===== src/rtl/stream_pkg.sv =====
// -----------------------------------------------------------------------------
// stream_pkg
// Shared definitions for the stream_source transmitter.
//   - DATA_W_DEF : default width of emitted words and of base/stride
//   - CNT_W_DEF  : default width of the word counter (max length 2^CNT_W-1)
//   - streamState_e : IDLE / RUN / DONE controller states
// -----------------------------------------------------------------------------
package stream_pkg;

   localparam int DATA_W_DEF = 32;
   localparam int CNT_W_DEF  = 16;

   // IDLE waits for a start, RUN offers words, DONE is the one-cycle
   // completion state that drives the done pulse.
   typedef enum logic [1:0] {
      IDLE = 2'd0,
      RUN  = 2'd1,
      DONE = 2'd2
   } streamState_e;

endpackage


===== src/rtl/stream_source.sv =====
// -----------------------------------------------------------------------------
// stream_source
// Programmable stream transmitter feeding the din/din_v/din_r side of a PE
// input FIFO. After an accepted start it emits COUNT words forming the
// arithmetic sequence base, base+stride, base+2*stride, ... (mod 2^DATA_W)
// over a valid/ready handshake, one word per cycle while the sink is ready.
//
// Ports
//   clock      : single clock, everything on posedge
//   reset      : synchronous, active-low
//   io_start   : start pulse, only looked at in IDLE
//   io_abort   : cancel the running stream (RUN only)
//   io_base    : first word, latched on accepted start
//   io_stride  : per-word increment, latched on accepted start
//   io_count   : number of words, latched on accepted start
//   io_dout_r  : sink ready
//   io_dout    : stream word
//   io_dout_v  : stream word valid
//   io_busy    : high while in RUN
//   io_done    : one-cycle pulse after the last word was accepted
// -----------------------------------------------------------------------------
module stream_source
   import stream_pkg::*;
#(
   parameter int DATA_W = DATA_W_DEF,
   parameter int CNT_W  = CNT_W_DEF
) (
   input  logic              clock,
   input  logic              reset,
   input  logic              io_start,
   input  logic              io_abort,
   input  logic [DATA_W-1:0] io_base,
   input  logic [DATA_W-1:0] io_stride,
   input  logic [CNT_W-1:0]  io_count,
   input  logic              io_dout_r,
   output logic [DATA_W-1:0] io_dout,
   output logic              io_dout_v,
   output logic              io_busy,
   output logic              io_done
);

   streamState_e      state_q;
   logic [DATA_W-1:0] dout_q;
   logic              doutV_q;
   logic              busy_q;
   logic              done_q;
   logic [DATA_W-1:0] stride_q;
   logic [CNT_W-1:0]  remaining_q;

   logic              transfer;
   logic [DATA_W-1:0] dout_d;
   logic [CNT_W-1:0]  remaining_d;

   // A word moves only when we offer it and the sink takes it. The next word
   // and the decremented count are prepared here so the sequential block
   // only has to pick them up on a transfer. The adder wraps naturally,
   // which gives the modulo-2^DATA_W sequence without extra logic.
   always_comb begin
      transfer    = doutV_q & io_dout_r;
      dout_d      = dout_q + stride_q;
      remaining_d = remaining_q - CNT_W'(1);
   end

   // Controller, word accumulator and remaining counter in one block so every
   // output comes straight from a flop; io_dout_r only ever reaches flop
   // inputs, never io_dout_v directly. done_q defaults low each cycle and is
   // raised only on the edge that enters DONE, which makes it a single-cycle
   // pulse that coincides with the DONE state. In IDLE an asserted abort
   // blocks a simultaneous start, so abort always wins. An abort in RUN
   // returns straight to IDLE without a done pulse; a word handed over on
   // that same edge is simply gone from our side, nothing to undo.
   always_ff @(posedge clock) begin
      if (!reset) begin
         state_q     <= IDLE;
         dout_q      <= '0;
         doutV_q     <= 1'b0;
         busy_q      <= 1'b0;
         done_q      <= 1'b0;
         stride_q    <= '0;
         remaining_q <= '0;
      end else begin
         done_q <= 1'b0;
         case (state_q)
            IDLE: begin
               if (io_start && !io_abort) begin
                  if (io_count != '0) begin
                     dout_q      <= io_base;
                     stride_q    <= io_stride;
                     remaining_q <= io_count;
                     doutV_q     <= 1'b1;
                     busy_q      <= 1'b1;
                     state_q     <= RUN;
                  end else begin
                     done_q  <= 1'b1;
                     state_q <= DONE;
                  end
               end
            end
            RUN: begin
               if (io_abort) begin
                  doutV_q     <= 1'b0;
                  busy_q      <= 1'b0;
                  remaining_q <= '0;
                  state_q     <= IDLE;
               end else if (transfer) begin
                  dout_q      <= dout_d;
                  remaining_q <= remaining_d;
                  if (remaining_q == CNT_W'(1)) begin
                     doutV_q <= 1'b0;
                     busy_q  <= 1'b0;
                     done_q  <= 1'b1;
                     state_q <= DONE;
                  end
               end
            end
            DONE: begin
               state_q <= IDLE;
            end
            default: begin
               doutV_q <= 1'b0;
               busy_q  <= 1'b0;
               state_q <= IDLE;
            end
         endcase
      end
   end

   assign io_dout   = dout_q;
   assign io_dout_v = doutV_q;
   assign io_busy   = busy_q;
   assign io_done   = done_q;

endmodule


===== config.mk =====
export PLATFORM = sky130hd
export DESIGN_NAME = stream_source
export DESIGN_NICKNAME = d
export VERILOG_FILES = /design/src/rtl/stream_pkg.sv /design/src/rtl/stream_source.sv
export SDC_FILE = /design/constraint.sdc
export NUM_CORES = 1
export LEC_CHECK = 0
export BUFFER_PORTS_ARGS = -buffer_cell sky130_fd_sc_hd__buf_4
export CAP_MARGIN = 5
export CORE_UTILIZATION = 30
export DETAILED_ROUTE_END_ITERATION = 8
export PLACE_DENSITY = 0.48
export SKIP_LAST_GASP = 1
export SYNTH_ARGS = -nofsm -noshare
export SYNTH_HDL_FRONTEND = slang
export SYNTH_SLANG_ARGS = --single-unit

===== constraint.sdc =====
create_clock -name clock -period 4.2 [get_ports clock]
set_input_delay 0 -clock clock [delete_from_list [all_inputs] [get_ports clock]]
set_output_delay 0 -clock clock [all_outputs]
set_load 0.02 [all_outputs]

# After elaboration in Yosys (flattened, before gate mapping)
# Cells that the tools add are included.
# Widths: inputs -> output; s select.
[totals]
register_bits = 84
in_bits = 85
output_inout_bits = 35
wordCells = 57
[op_classes]
n_addsub = 2
eq_ne = 9
mux = 28
n_bitwise = 2
reduce_logical = 10
[op_table]
columns = ["operator", "n"]
rows = [
  ["$mux 32", 4],
  ["$mux 16", 4],
  ["$pmux 32 s2", 1],
  ["$add 32x32->32", 1],
  ["$pmux 16 s2", 1],
  ["$eq 16x1->1 const B", 1],
  ["$reduce_bool 16->1", 1],
  ["$sub 16x1->16 const B", 1],
  ["$mux 1", 10],
  ["$mux 2", 5],
  ["$reduce_and 5->1", 2],
  ["$ne 2x2->1 const B", 4],
  ["$ne 3x3->1 const B", 2],
  ["$reduce_and 3->1", 2],
  ["$pmux 2 s2", 1],
  ["$reduce_and 4->1", 1],
  ["$pmux 1 s3", 1],
  ["$eq 2x1->1 const B", 1],
  ["$eq 2x2->1 const B", 1],
  ["$logic_not 2->1", 1],
  ["$pmux 1 s2", 1],
  ["$reduce_bool 2->1", 1],
  ["$and 1x1->1", 1],
  ["$logic_and 1x1->1", 1],
  ["other kinds (2)", 2],
]

# Longest topological paths before layout
# Gate-level depths: netlist of the first run.
[logic_depth]
word_depth = 5
mapped_depth = 10
mapped_depth_nobuf = 10

# Worst setup path after synthesis of the first run
# OpenSTA, ideal clock, no wires.
[synth_timing]
path_type = "flip-flop to flip-flop"
startpoint = "reg dout_q[0] (netlist: io_dout[0])"
endpoint = "reg dout_q[28] (netlist: io_dout[28])"
arrival_time_ps = 2730
t_required_ps = 4131
slack_ps = 1401
stages_incl_launch_ff = 11
n_path_buf = 0
period_less_slack_ps = 2799
path_cell_list = "dfxtp_1 > ha_1 > fa_1 > a21o_1 > a221oi_2 > o211ai_2 > a31oi_4 > a31oi_4 > o211ai_2 > mux2_1 > o21ai_1"
[synth_via]
elab_chain_len = 4
[synth_lines]
columns = ["item", "line", "source"]
rows = [
  ["from (decl)", "stream_source.sv:43", "logic [DATA_W-1:0] dout_q;"],
  ["from (signal assigned)", "stream_source.sv:87", "dout_q <= io_base;"],
  ["from (signal assigned)", "stream_source.sv:106", "dout_q <= dout_d;"],
  ["$add 32x32->32", "stream_source.sv:60", "dout_d = dout_q + stride_q;"],
  ["$mux 32", "stream_source.sv:105", "end else if (transfer) begin"],
  ["$mux 32", "stream_source.sv:100", "if (io_abort) begin"],
  ["$pmux 32 s2", "stream_source.sv:83", "case (state_q)"],
]
# No other way between the ends. The select of a mux whose other input is x is not followed.
# A chain may end at the register's enable or synchronous reset.

# Worst setup path in the final report of the first run
# Ends and elaborated chain as after synthesis.

==> results.toml, run 1 <==
[global_route]
grt_util_met1 = 0.269
gr-max-usage-layer = "met2"
grt_pass1_wl_um = 29100
groute.layer.met2.usage = 0.322
grt_pass1_vias = 5689
overflow = 0
grt_usage = 0.199
met3_usage = 0.0427
grt_max_degree = 45
grt_antenna_before_repair = 0

[finish]
layout-drive-gt1-share = 0.207
diodes = 0
final_common_cell = "buf_4"
fin_area_um2 = 7430
final_cell_mix = "buf_4, nand2_1, a21oi_1, dfxtp_1, dlygate4sd3_1"
syn_to_final_growth_pct = 34.7
nNetsFinal = 987

[worst_hold_path]
holdPathStages = 5
min_path_type = "in -> reg"

[power]
p_int_uw = 1620
p_clk_frac = 0.370
p_comb_frac = 0.242
p_leak_uw = 0.00315
total_power_uw = 2300
ir_worst_vdd_mv = 0.240
p_per_area_nw_per_um2 = 309
power.switching_uw = 671
sequentialPowerShare = 0.388
swShare = 0.292

[flow_run]
maxCapViolCount = 0

[outcome]
status = "complete, no violations"

[synth]
netlist_area_um2 = 5510
ys_warn_count = 0
synth-edff-count = 0
syn_nets = 840
async_flop_share = 0
yosys.area.top_type = "dfxtp_1"
ys_seq_elements = 84
synth.area.top_cells = "dfxtp_1, a21oi_1, nand2_1, ha_1, o21ai_0"
syn_area_per_cell_um2 = 7.65
synth_cell_type_count = 68
yosys.area.top_type_share = 0.305
synth-seq-area-share = 0.305
ys.flop_type = "dfxtp_1"
netlist_instances = 721

[clocking]
clk_latency_ns = 0.35
cts_sinks = 84
cts_root_buffer = "clkbuf_16"
post_cts_buffers = 0
cts_resized = 0
cts_tree = "done"
cts_buffer_depth = 2
htreeDepth = 3
clk_pin_slew_ns = 0.06
cts_buffers = 9

[floorplanning]
core_um2 = 18000
io-pin-count = 120
dieArea_um2 = 18900
die_h_um = 138
initial_utilization = 0.307
rows = 49
die_w_um = 138

[drt]
drc = 0
routed_wl_um = 18100
via_count = 5835
final_antenna_net_count = 0
dr.pass1.iters = 5
viasPerCell = 5.30
wl_per_cell_um = 16.5
drtIter0Drc = 368

[sta]
fin_crit_sh = 0.709
rsz0062_at_grt = "false"
finalHoldViolations = 0
relSlewSlack = 0.386
max_freq_mhz = 336
setup_slack_ns = 1.22
finalCriticalPeriod_ns = 2.98
tns_ns = 0
tightest_slew_ns = 0.918
setup_viol = 0
drv_slew = 0
clock-skew-final_ns = 0.00583

[placement]
io_buffers = 119
dp_hpwl_um = 13100
dpl-instance-area_um2 = 6580
dpl_worst_slack_ns = 1.26
gp_congestion = 0.836

[critical_path]
endpoint_kind = "flip-flop"
arrival_ns = 3.26
critPathKind = "reg -> reg"
worstPathMaxFanout = 4
required_ns = 4.48
ff2ff_path_depth = 10
critPathLaunchType = "flip-flop"
-- worst paths after layout --
check	startpoint	slack, ns	endpoint
setup / recovery	io_dout[0]$_SDFFE_PN0P_	1.22	io_dout[28]$_SDFFE_PN0P_
hold / removal	io_base[7]	0.04	io_dout[7]$_SDFFE_PN0P_
setup reg to reg	io_dout[0]$_SDFFE_PN0P_	1.22	io_dout[28]$_SDFFE_PN0P_
hold reg to reg	stride_q[30]$_SDFFE_PN0P_	0.46	stride_q[30]$_SDFFE_PN0P_
-- metal layers --
layer / wire length (um) / vias up
met4: 143 / 0
li1: - / 2888
met5: 0 / -
met2: 8430 / 128
met3: 764 / 14
met1: 8790 / 2805
-- sequential cells by signal (all words and copies together), names as in the netlist --
register,cells
io_dout,32
stride_q,32
remaining_q,16
state_q,2
io_busy,1
io_done,1
-- synth_stat cells, types with 6 or more instances --
cell and number:
a211oi_1 7, a21o_1 22, a21oi_1 97, a31oi_1 9
a32oi_1 6, and3_1 7, clkbuf_1 39, dfxtp_1 84
ha_1 33, inv_1 9, nand2_1 119, nand2b_1 8
nand3_1 18, nand4_1 8, nor2_1 52, nor2b_1 8
nor3_1 14, nor4_1 9, o211ai_1 7, o21a_1 6
o21ai_0 47, or2_2 9, xnor2_1 15, xor2_1 10
-- what timing repair did --
item                                    in CTS  in global routing
hold buffers                                54                  0
hold endpoints to repair                    54                  0
endpoints found under the setup margin       0                  0
-- kinds of logic after synthesis --
kind of cell               synth area share
adders and majority gates            0.0785
AOI/OAI and AO/OA                     0.309
DFF                                   0.305
muxes                               0.00477
xor gates and xnor gates             0.0397
and+or+nand+nor                       0.222
buffers and inverters                0.0411
-- area by class of cell --
type / count / area (um^2)
repair buffers: 182 / 1500
well taps: 229 / 287
inverters: 10 / 37.5
fillers: 1864 / 10500
clock buffers: 12 / 246
clock inverters: 2 / 60.1
flip-flops and latches: 84 / 1680
multi-input cells: 581 / 3610
-- through the flow --
stage / hold WS, ns / std cells / utilization
5_1_grt: 0.0489 / 1100 / 0.414
4_1_cts: 0.0265 / 1100 / 0.414
2_1_floorplan: 0.136 / 721 / -
3_5_place_dp: 0.257 / 1032 / 0.366
3_3_place_gp: 0.249 / 1032 / 0.366
6_report: 0.0426 / 1100 / 0.414
-- power by group through the flow --
stage	sequential, uW	clock (uW)	combinational [uW]
floorplan	921	0	301
global placement	905	0	507
detailed placement	907	0	511
CTS	890	875	553
global route	897	906	611
finish	890	850	555
-- worst max-delay path, cell delays in order, from the launching register on --
cell,delay (ns)
dfxtp_1,0.32
ha_1,0.25
fa_1,0.41
a21o_1,0.23
a221oi_2,0.39
o211ai_2,0.24
a31oi_4,0.27
a31oi_4,0.15
o211ai_2,0.20
mux2_1,0.33
o21ai_1,0.11
Note: power is estimated with default switching activity, not from simulation.
==> inputs of run 2 (changes only) <==
clock period = 2.8 ns   (was 4.2 ns; I/O delays follow)
==> run 2 against run 1 <==
Against the previous run: cell count rose by 1.4%; routed wire length up 0.20%; via count is 0.22% lower; clock skew up 0.0012 ns; global-route usage is 0.37 points lower; critical path depth rose by 1; non-clock buffer count grew 13; core utilization grew 0.58 points; sequential power up 49%; total power grew 49%; critical endpoint is now io_dout[18]$_SDFFE_PN0P_; largest cell class unchanged; largest power group unchanged.
==> results.toml, run 2 (synthesis gave the netlist of run 1 again) <==
[placement]
gp_congestion = 0.823
dp_hpwl_um = 13100
place_inst = 1044
io_buffers = 119

[sta]
drv_slew = 0
tns_ns = 0
holdWs_ns = 0.0213
finalHoldViolations = 0
relSlewSlack = 0.317
tightest_slew_ns = 1.02
rsz0062_at_grt = "false"
max_freq_mhz = 378
clock-skew-final_ns = 0.00706
fin_crit_sh = 0.944
setup_viol = 0
finalCriticalPeriod_ns = 2.64

[critical_path]
arrival_ns = 2.87
cp_slowest_cell = "fa_2"
cp_cell_sequence = "ha_2, fa_2, a21o_1, a221oi_2, o211ai_2, a31oi_4, buf_4, inv_2, a221oi_2, xor2_1, o211ai_1"
rr_startpoint = "io_dout[0]$_SDFFE_PN0P_"
reg2reg_slack_ns = 0.16
crit_family = "compound AO/OA/AOI/OAI gates"
worstPathMaxFanout = 3
cp-startpoint = "io_dout[0]$_SDFFE_PN0P_"
path_common_cell = "a221oi_2"
ff2ff_path_depth = 11
path_depth = 11
cpPeakStageDelay_ns = 0.36
cp-endpoint = "io_dout[18]$_SDFFE_PN0P_"
endpoint_kind = "flip-flop"
required_ns = 3.02
critPathLaunchType = "flip-flop"
critPathBufInv = 2
r2r-end = "io_dout[18]$_SDFFE_PN0P_"
critPathKind = "reg -> reg"

[drt]
drc = 0
viasPerCell = 5.22
routed_wl_um = 18200
drtIter0Drc = 314
final_antenna_net_count = 0
via_count = 5822
dr.pass1.iters = 5
wl_per_cell_um = 16.3

[finish]
layout-drive-gt1-share = 0.221
final_common_cell = "buf_4"
finalNonFillerCells = 1115
diodes = 0
syn_to_final_growth_pct = 36.6
final_cell_mix = "buf_4, nand2_1, a21oi_1, dfxtp_1, dlygate4sd3_1"
final_util = 0.419
nNetsFinal = 1000

[global_route]
grt_pass1_wl_um = 28500
met3_usage = 0.0346
grt_max_degree = 54
gr-max-usage-layer = "met2"
grt_pass1_vias = 5666
grt_antenna_before_repair = 0
grt_usage = 0.195
grt_util_met1 = 0.262
overflow = 0
groute.layer.met2.usage = 0.318

[floorplanning]
die_w_um = 138
dieArea_um2 = 18900
core_um2 = 18000
rows = 49
io-pin-count = 120
initial_utilization = 0.307
die_h_um = 138

[power]
power.switching_uw = 1030
p_leak_uw = 0.00321
p_int_uw = 2390
p_comb_frac = 0.247
p_per_area_nw_per_um2 = 454
sequentialPowerShare = 0.390
ir_worst_vdd_mv = 0.311
swShare = 0.300
total_power_uw = 3420
p_clk_frac = 0.363

[clocking]
cts_tree = "done"
cts_buffers = 9
htreeDepth = 3
cts_sinks = 84
clk_pin_slew_ns = 0.06
cts_root_buffer = "clkbuf_16"
clk_latency_ns = 0.35
cts_buffer_depth = 2

[outcome]
status = "complete, no violations"

[worst_hold_path]
min_path_type = "in -> reg"

[flow_run]
maxCapViolCount = 0
[run 2: cell count changes in the layout (fill, tap and decap cells not counted), sizes merged]
cell / change
dlygate4sd3: -1
buf: +14
bufinv: -1
clkbuf: +3
[run 2: repair_timing]
action | 4_1_cts | 5_1_grt
hold buffers | 53 | 0
setup buffers | 0 | 2
setup endpoints to repair | 1 | 3
pin swaps | 1 | 4
endpoints found under the hold margin | 53 | 0
gates resized for setup | 0 | 2
gates cloned | 0 | 0
[run 2: final cells by class]
class	count	area [um^2]
clock buffers	15	268
clock inverters	1	30.0
fillers	1788	10400
inverters	10	37.5
multi-input cells	581	3620
flip-flops and latches	84	1680
well taps	229	287
repair buffers	195	1610
[run 2: routing by layer]
layer	up-vias	part of all wire
met3	16	0.047
met2	138	0.46
li1	2927	-
met1	2741	0.48
met5	-	0
met4	0	0.012
[run 2: worst reg2reg max path: cells and delay by family, from the launching register on]
kind	cells	cell delay (ns)
buf+inv	2	0.18
flops	1	0.32
compound gates	6	1.27
fa+ha+maj	2	0.57
xor+xnor	1	0.18
[run 2: worst min path at each step]
stage / start / endpoint / depth (start not counted)
floorplan: io_stride[0] / stride_q[0]$_SDFFE_PN0P_ / 2
global placement: io_stride[10] / stride_q[10]$_SDFFE_PN0P_ / 3
detailed placement: io_stride[3] / stride_q[3]$_SDFFE_PN0P_ / 3
CTS: io_base[21] / io_dout[21]$_SDFFE_PN0P_ / 5
global route: io_base[21] / io_dout[21]$_SDFFE_PN0P_ / 5
finish: io_base[21] / io_dout[21]$_SDFFE_PN0P_ / 5
[run 2: through the flow]
| stage | setup slack [ns] | instance area [um^2] |
|---|---|---|
| 2_1_floorplan | 0.00148 | 5510 |
| 3_3_place_gp | 0.0477 | 6680 |
| 3_5_place_dp | 0.0301 | 6680 |
| 4_1_cts | 0.0101 | 7510 |
| 5_1_grt | 0.0166 | 7530 |
| 6_report | 0.158 | 7530 |
[run 2: power groups by stage]
stage / Clock [uW] / Combinational (uW) / Sequential (uW)
floorplan: 0 / 451 / 1380
global placement: 0 / 775 / 1360
detailed placement: 0 / 780 / 1360
CTS: 1270 / 842 / 1330
global route: 1320 / 929 / 1340
finish: 1240 / 844 / 1330
